`config.mk`:
```
export PLATFORM = sky130hd
export DESIGN_NAME = sr_rw_control
export DESIGN_NICKNAME = d
export VERILOG_FILES = /design/src/rtl/sr_rw_control.sv
export SDC_FILE = /design/constraint.sdc
export NUM_CORES = 1
export LEC_CHECK = 0
export ABC_AREA = 1
export BUFFER_PORTS_ARGS = -buffer_cell sky130_fd_sc_hd__buf_2
export CAP_MARGIN = 20
export CORE_ASPECT_RATIO = 0.75
export CORE_MARGIN = 3
export CORE_UTILIZATION = 35
export DETAILED_ROUTE_END_ITERATION = 6
export HOLD_SLACK_MARGIN = 0.02
export PLACE_DENSITY = 0.58
export SETUP_SLACK_MARGIN = 0.02
export SKIP_LAST_GASP = 1
export SYNTH_ARGS = -nofsm -noshare
export SYNTH_HDL_FRONTEND = slang
export SYNTH_SLANG_ARGS = --single-unit
export TNS_END_PERCENT = 1
```
`constraint.sdc`:
```
create_clock -name clk -period 21.7 [get_ports clk]
set_input_delay 4.34 -clock clk [delete_from_list [all_inputs] [get_ports clk]]
set_output_delay 4.34 -clock clk [all_outputs]
set_load 0.02 [all_outputs]
```
`src/rtl/sr_rw_control.sv`:
```
// Serial write/readback controller for the configuration shift register.
// Shifts a latched word out on din_sr, captures dout_sr into dout, then strobes load_sr.
module sr_rw_control #(
  parameter int unsigned DATA_WIDTH  = 170,
  parameter int unsigned CNT_WIDTH   = 8,
  parameter int unsigned DIV_WIDTH   = 8,
  parameter int unsigned LOAD_CYCLES = 2
) (
  input  logic                  clk,
  input  logic                  rst,
  input  logic                  start,
  input  logic                  abort,
  input  logic                  msb_first,
  input  logic [DIV_WIDTH-1:0]  div_cfg,
  input  logic [DATA_WIDTH-1:0] din,
  input  logic                  dout_sr,
  output logic                  din_sr,
  output logic                  clk_sr,
  output logic                  load_sr,
  output logic                  busy,
  output logic                  done,
  output logic [DATA_WIDTH-1:0] dout
);

  localparam int unsigned LdW = (LOAD_CYCLES > 1) ? $clog2(LOAD_CYCLES) : 1;

  localparam logic [2:0] StIdle  = 3'd0;
  localparam logic [2:0] StSetup = 3'd1;
  localparam logic [2:0] StHi    = 3'd2;
  localparam logic [2:0] StLo    = 3'd3;
  localparam logic [2:0] StTail  = 3'd4;
  localparam logic [2:0] StLoad  = 3'd5;
  localparam logic [2:0] StDone  = 3'd6;

  logic [2:0]            state_q;
  logic [DATA_WIDTH-1:0] data_q;
  logic [DATA_WIDTH-1:0] rb_q;
  logic                  msb_q;
  logic [DIV_WIDTH-1:0]  div_q;
  logic [DIV_WIDTH-1:0]  tmr_q;
  logic [CNT_WIDTH-1:0]  bit_cnt_q;
  logic [LdW-1:0]        load_cnt_q;
  logic                  phase_end;

  // Words are held in transmit order: bit 0 is always the next bit on the wire.
  logic [DATA_WIDTH-1:0] din_ord;
  logic [DATA_WIDTH-1:0] rb_ord;

  always_comb begin
    din_ord = '0;
    rb_ord  = '0;
    for (int i = 0; i < DATA_WIDTH; i++) begin
      din_ord[i] = msb_first ? din[DATA_WIDTH-1-i] : din[i];
      rb_ord[i]  = msb_q ? rb_q[DATA_WIDTH-1-i] : rb_q[i];
    end
  end

  assign phase_end = (tmr_q == div_q);

  always_ff @(posedge clk or posedge rst) begin
    if (rst) begin
      state_q    <= StIdle;
      data_q     <= '0;
      rb_q       <= '0;
      msb_q      <= 1'b0;
      div_q      <= '0;
      tmr_q      <= '0;
      bit_cnt_q  <= '0;
      load_cnt_q <= '0;
      din_sr     <= 1'b0;
      clk_sr     <= 1'b0;
      load_sr    <= 1'b0;
      busy       <= 1'b0;
      done       <= 1'b0;
      dout       <= '0;
    end else begin
      done <= 1'b0;
      if (abort && (state_q != StIdle)) begin
        state_q    <= StIdle;
        tmr_q      <= '0;
        bit_cnt_q  <= '0;
        load_cnt_q <= '0;
        din_sr     <= 1'b0;
        clk_sr     <= 1'b0;
        load_sr    <= 1'b0;
        busy       <= 1'b0;
      end else begin
        unique case (state_q)
          StIdle: begin
            if (start && !abort) begin
              data_q    <= din_ord;
              msb_q     <= msb_first;
              div_q     <= div_cfg;
              tmr_q     <= '0;
              bit_cnt_q <= '0;
              din_sr    <= din_ord[0];
              clk_sr    <= 1'b0;
              busy      <= 1'b1;
              state_q   <= StSetup;
            end
          end
          StSetup, StLo: begin
            if (phase_end) begin
              tmr_q   <= '0;
              clk_sr  <= 1'b1;
              state_q <= StHi;
            end else begin
              tmr_q <= tmr_q + 1'b1;
            end
          end
          StHi: begin
            if (phase_end) begin
              tmr_q  <= '0;
              clk_sr <= 1'b0;
              rb_q   <= {dout_sr, rb_q[DATA_WIDTH-1:1]};
              if (bit_cnt_q == CNT_WIDTH'(DATA_WIDTH - 1)) begin
                din_sr  <= 1'b0;
                state_q <= StTail;
              end else begin
                din_sr    <= data_q[1];
                data_q    <= {1'b0, data_q[DATA_WIDTH-1:1]};
                bit_cnt_q <= bit_cnt_q + 1'b1;
                state_q   <= StLo;
              end
            end else begin
              tmr_q <= tmr_q + 1'b1;
            end
          end
          StTail: begin
            if (phase_end) begin
              tmr_q      <= '0;
              load_cnt_q <= '0;
              load_sr    <= 1'b1;
              state_q    <= StLoad;
            end else begin
              tmr_q <= tmr_q + 1'b1;
            end
          end
          StLoad: begin
            if (load_cnt_q == LdW'(LOAD_CYCLES - 1)) begin
              load_sr <= 1'b0;
              busy    <= 1'b0;
              done    <= 1'b1;
              dout    <= rb_ord;
              state_q <= StDone;
            end else begin
              load_cnt_q <= load_cnt_q + 1'b1;
            end
          end
          StDone: state_q <= StIdle;
          default: state_q <= StIdle;
        endcase
      end
    end
  end

endmodule

```
== Word-level counts from Yosys, hierarchy flattened ==
Cells that the tools add are included.

* Register bits: 544
* Latch bits: 0
* RAM bits: 0
* ROM bits: 0
* Bits of input ports: 184
* Output and inout bits: 175
* Logic and storage cells: 441
* Memories kept: 0

* $add $sub $neg: 3
* Multipliers: 0
* Div/mod/pow operators: 0
* $lt $le $gt $ge: 0
* Equality and inequality tests: 16
* Shift-type cells: 0
* Muxes and demuxes: 382
* Bitwise operators: 1
* Reductions and logical operators: 25

{| class="wikitable"
|+ Operator list
! operator !! number
|-
| two-way mux 170 bit || 3
|-
| two-way mux 1 bit || 357
|-
| one-hot mux 170 bit (2 select lines) || 1
|-
| two-way mux 8 bit || 6
|-
| one-hot mux 8 bit (2 select lines) || 2
|-
| two-way mux 3 bit || 7
|-
| inequality test 3 bit, second input constant || 6
|-
| AND reduction 3 bit || 6
|-
| adder 8 x 1 -> 8 bit, second input constant || 2
|-
| one-hot mux 3 bit (5 select lines) || 1
|-
| nonzero test 3 bit || 5
|-
| AND reduction 5 bit || 2
|-
| == test 8 bit || 1
|-
| == test 8 bit, second input constant || 1
|-
| one-hot mux 1 bit (2 select lines) || 4
|-
| AND reduction 4 bit || 2
|-
| == test 3 x 2 -> 1 bit, second input constant || 2
|-
| == test 3 bit, second input constant || 2
|-
| inequality test 2 bit, second input constant || 3
|-
| AND reduction 2 bit || 2
|-
| nonzero test 4 bit || 1
|-
| OR reduction 4 bit || 1
|-
| == test 3 x 1 -> 1 bit, second input constant || 1
|-
| zero test 3 bit || 1
|-
| other kinds (7) || 8
|}

== Depth between registers and ports, before layout ==
* Word-level depth: 5
* Gate-level depth with buffers: 14
* Gate-level depth less buffers: 12

== Worst setup path before layout ==
OpenSTA, ideal clock, no wires.

* Path type: input port to flip-flop
* From: in msb_first
* To: reg data_q[78]
* Library setup time: 0.123 ns
* Arrival time: 5.523 ns
* Data required time: 21.577 ns
* Path slack: 16.054 ns
* Stages on the path: 8
* Buffers on the path: 3
* Path through: clkbuf_1 > clkinv_1 > clkbuf_1 > clkbuf_1 > nand2_1 > o21ai_0 > mux2i_1 > o21ai_1

* Word-level cells in the longest chain between the ends: 3

{| class="wikitable"
|+ RTL lines
! what !! RTL line !! source
|-
| from (decl) || 13 || <nowiki>input logic msb_first,</nowiki>
|-
| two-way mux 1 bit || 53 || <nowiki>din_ord[i] = msb_first ? din[DATA_WIDTH-1-i] : din[i];</nowiki>
|-
| two-way mux 170 bit || 90 || <nowiki>if (start && !abort) begin</nowiki>
|-
| one-hot mux 170 bit (2 select lines) || 88 || <nowiki>unique case (state_q)</nowiki>
|-
| to (signal assigned) || 91 || <nowiki>data_q <= din_ord;</nowiki>
|-
| to (signal assigned) || 121 || <nowiki>data_q <= {1'b0, data_q[DATA_WIDTH-1:1]};</nowiki>
|-
| to (decl) || 36 || <nowiki>logic [DATA_WIDTH-1:0] data_q;</nowiki>
|}

No other way between the ends. The select of a mux whose other input is x is not followed.
A chain may end at the register's enable or synchronous reset.

== Worst setup path in the final report ==
* From: in abort
* To: reg data_q[98]

* Word-level cells in the longest chain between the ends: 4

{| class="wikitable"
|+ RTL lines
! what !! RTL line !! source
|-
| from (decl) || 12 || <nowiki>input logic abort,</nowiki>
|-
| zero test 1 bit || 90 ||
|-
| logical AND 1 bit || 90 ||
|-
| inequality test 2 bit (no line) || -- ||
|-
| AND reduction 5 bit (no line) (*) || -- ||
|}

Every way passes the cells marked *; elsewhere a longest branch is shown, timed or not.

==> results.cfg <==
[logic_synthesis]
yosys_register_bits = 543
ys_seq_area_share_pct = 52.1
ys_types = 29
yosysWarnings = 0
synth_edf_count = 0
synthesis.area_sq_um = 26100
async_reset_ff_share_pct = 100
avgSynthCellArea_sq_um = 8.42
synthCells = 3096
synthesis.nets = 3283
ys.flop_type = dfrtp_1

[detailed_routing]
drt-total-wl_um = 62800
first_pass_iters = 6
viasPerCell = 4.73
vias = 20493
wl_per_cell_um = 14.5
drtIter0Drc = 1701
drc_errors = 0
postRouteAntennaNets = 0

[finish]
drive_gt1_share_pct = 14.6
fillerInstances = 7372
nets = 3516
area_delta_synth_final_pct = 16.5
diodes = 0
mostFrequentLayoutCell = nand2_1
final_cell_mix = nand2_1, dfrtp_1, o21ai_0

[clocking]
cts_root_buf = clkbuf_16
ctsHoldBuffers = 0
cts_tree = done
cts_buffers = 58
clk_pin_slew_ns = 0.06
ctsResizeCount = 0
clk_latency_ns = 0.64
cts_max_level = 2
postCtsSetupBuffers = 0
numClockSinks = 543
clock_path_buffers = 3

[worst_setup_path]
critPathLaunch = abort
cp-endpoint = data_q[98]
reg2reg_slack_ns = 17.04
r2r_end = data_q[98]
worstPathArrival_ns = 7.59
cp_max_fo = 251
end_kind = register
crit_chain = buf_2 > nor2_2 > nand2_8 > nand2_1 > nand2_4 > buf_12 > nand2_1 > o21ai_1
worst_ep_required_time_ns = 22.13
start_kind = input pin
cp_top_family = simple AND/OR/NAND/NOR gates
max_stage_delay_ns = 0.69
slowest_stage = nor2_2
cp_common_cell = nand2_1
cp_num_buf_inv = 2
cp.depth = 8
worstRegToRegCells = 9
critical_path_class = input pin to register
r2r_start = state_q[0]

[sta]
finalMaxSlewViolations = 0
fin_crit_ns = 7.16
slew_headroom_pct = 25.5
fin_tns_setup_ns = 0
fin_crit_sh_pct = 33.0
worst_pin_slew_ns = 1.12
finalSetupViolCount = 0
setup_slack_ns = 14.54
clock.fmax_mhz = 140
timing_hold_violations_final = 0
rsz0062_at_grt = no
finClkSkew_ns = 0.0476

[die]
rows = 85
fp.coreArea_sq_um = 72700
die_h_um = 242
die_width_um = 321
die-area_sq_um = 77800
io_pins = 359
initial_core_util_pct = 35.8

[grt]
grt_overflow = 0
grtUsageTotal_pct = 16.0
first_global_vias = 19215
antenna_found_initial = 0
grt_start_max_net_pins = 252
grt_pass1_wl_um = 103000

[pwr]
share_comb_of_total_power_pct = 27.7
p_clk_share_pct = 31.3
cellPowerDensity_nw_per_um2 = 106
power.switching_mw = 1.11
netSwitchingFraction_pct = 34.4
seq_power_share_pct = 40.9
internal_power_mw = 2.11
total_leakage_power_nw = 13.7
ir_drop_v = 0.000132

[run]
cap_viol_max_count = 0

[place]
dp_slack_ns = 13.90
gp_congestion = 0.811
dp_hpwl_um = 42400
io_buffer_count = 358

[status]
outcome = completed

[worst_hold_path]
hold_path.class = register to register
layer usage:
metal | wire length (um) | vias up | track usage (%)
met3 | 4190 | 74 | 4.27
met5 | 0 | - | 0
met4 | 1180 | 0 | 3.53
met2 | 25700 | 381 | 22.8
met1 | 31800 | 9499 | 24.0
li1 | - | 10539 | -
through the flow:
step	total power, mW	instances	cell area (sq um)	hold slack (ns)	util [%]
after floorplan	2.04	3096	26100	0.442	-
after detailed placement	2.24	4225	28400	0.462	39.0
final	3.23	4332	30400	0.482	41.7
after CTS	3.27	4331	30300	0.483	41.7
after global placement	2.23	4225	28400	0.459	39.0
after global routing	3.46	4332	30400	0.501	41.7
power groups by stage:
stage | clock, mW | sequential [mW] | combinational [mW]
6_report | 1.01 | 1.32 | 0.895
2_1_floorplan | 0 | 1.31 | 0.732
4_1_cts | 1.04 | 1.32 | 0.908
3_3_place_gp | 0 | 1.34 | 0.887
5_1_grt | 1.09 | 1.35 | 1.03
3_5_place_dp | 0 | 1.34 | 0.907
area by class of cell:
type	count	area (sq um)	share of cell area [%]
inverter	290	1100	3.62
timing repair buffer	379	2000	6.58
tap	957	1200	3.94
sequential	543	13600	44.8
clock buffer	88	1680	5.55
clock inverter	18	272	0.894
multi-input combinational	2057	10500	34.7
cells in the mapped netlist (2+ instances only):
| library cell | n | area, sq um |
|---|---|---|
| nand2_1 | 933 | 3500 |
| mux2_2 | 11 | 124 |
| nor3_1 | 7 | 35.0 |
| o21ai_0 | 526 | 2630 |
| a31oi_1 | 5 | 31.3 |
| nor2_1 | 26 | 97.6 |
| buf_1 | 4 | 15.0 |
| xnor2_1 | 3 | 26.3 |
| mux2i_1 | 168 | 1680 |
| inv_2 | 5 | 18.8 |
| inv_1 | 284 | 1070 |
| clkbuf_1 | 103 | 387 |
| o21a_1 | 159 | 1190 |
| o21ai_1 | 163 | 816 |
| buf_2 | 99 | 495 |
| o22ai_1 | 2 | 12.5 |
| nand4_1 | 4 | 25.0 |
| o211ai_1 | 2 | 15.0 |
| dfrtp_1 | 543 | 13600 |
| a21oi_1 | 5 | 25.0 |
| ha_1 | 3 | 37.5 |
| xor2_1 | 5 | 43.8 |
| nand3_1 | 30 | 150 |
flip-flops by register name (all words and copies together), names as in the netlist:
| name | count |
|---|---|
| bit_cnt_q | 8 |
| dout | 170 |
| load_cnt_q | 1 |
| state_q | 3 |
| clk_sr | 1 |
| din_sr | 1 |
| div_q | 8 |
| done | 1 |
| msb_q | 1 |
| data_q | 169 |
| load_sr | 1 |
| busy | 1 |
| tmr_q | 8 |
| rb_q | 170 |
worst min-delay path by stage:
stage	from	endpoint	slack (ns)	cells past startpoint
2_1_floorplan	load_cnt_q	load_cnt_q	0.44	2
3_3_place_gp	load_cnt_q	load_cnt_q	0.46	2
3_5_place_dp	load_cnt_q	load_cnt_q	0.46	2
4_1_cts	load_cnt_q	load_cnt_q	0.48	2
5_1_grt	dout[14]	dout[14]	0.50	1
6_report	dout[79]	dout[79]	0.48	1
worst register-to-register path, cell delays in order (launching register included):
cell and delay [ns]:
dfrtp_1 0.46, nor3_4 0.72, inv_2 0.16, nor2_2 0.71, nand2_8 0.54, nand2_1 0.32, nand2_4 0.47, buf_12 0.52
nand2_1 0.49, o21ai_1 0.09
cell families after synthesis:
| group | count (synthesis) | share of synthesized area, % |
|---|---|---|
| DFF | 543 | 52.1 |
| xor gates and xnor gates | 8 | 0.269 |
| and+or+nand+nor | 1005 | 14.8 |
| buffers and inverters | 496 | 7.62 |
| adders and majority gates | 3 | 0.144 |
| muxes | 179 | 6.93 |
| AOI/OAI and AO/OA | 862 | 18.1 |
Note: power is estimated with default switching activity, not from simulation.
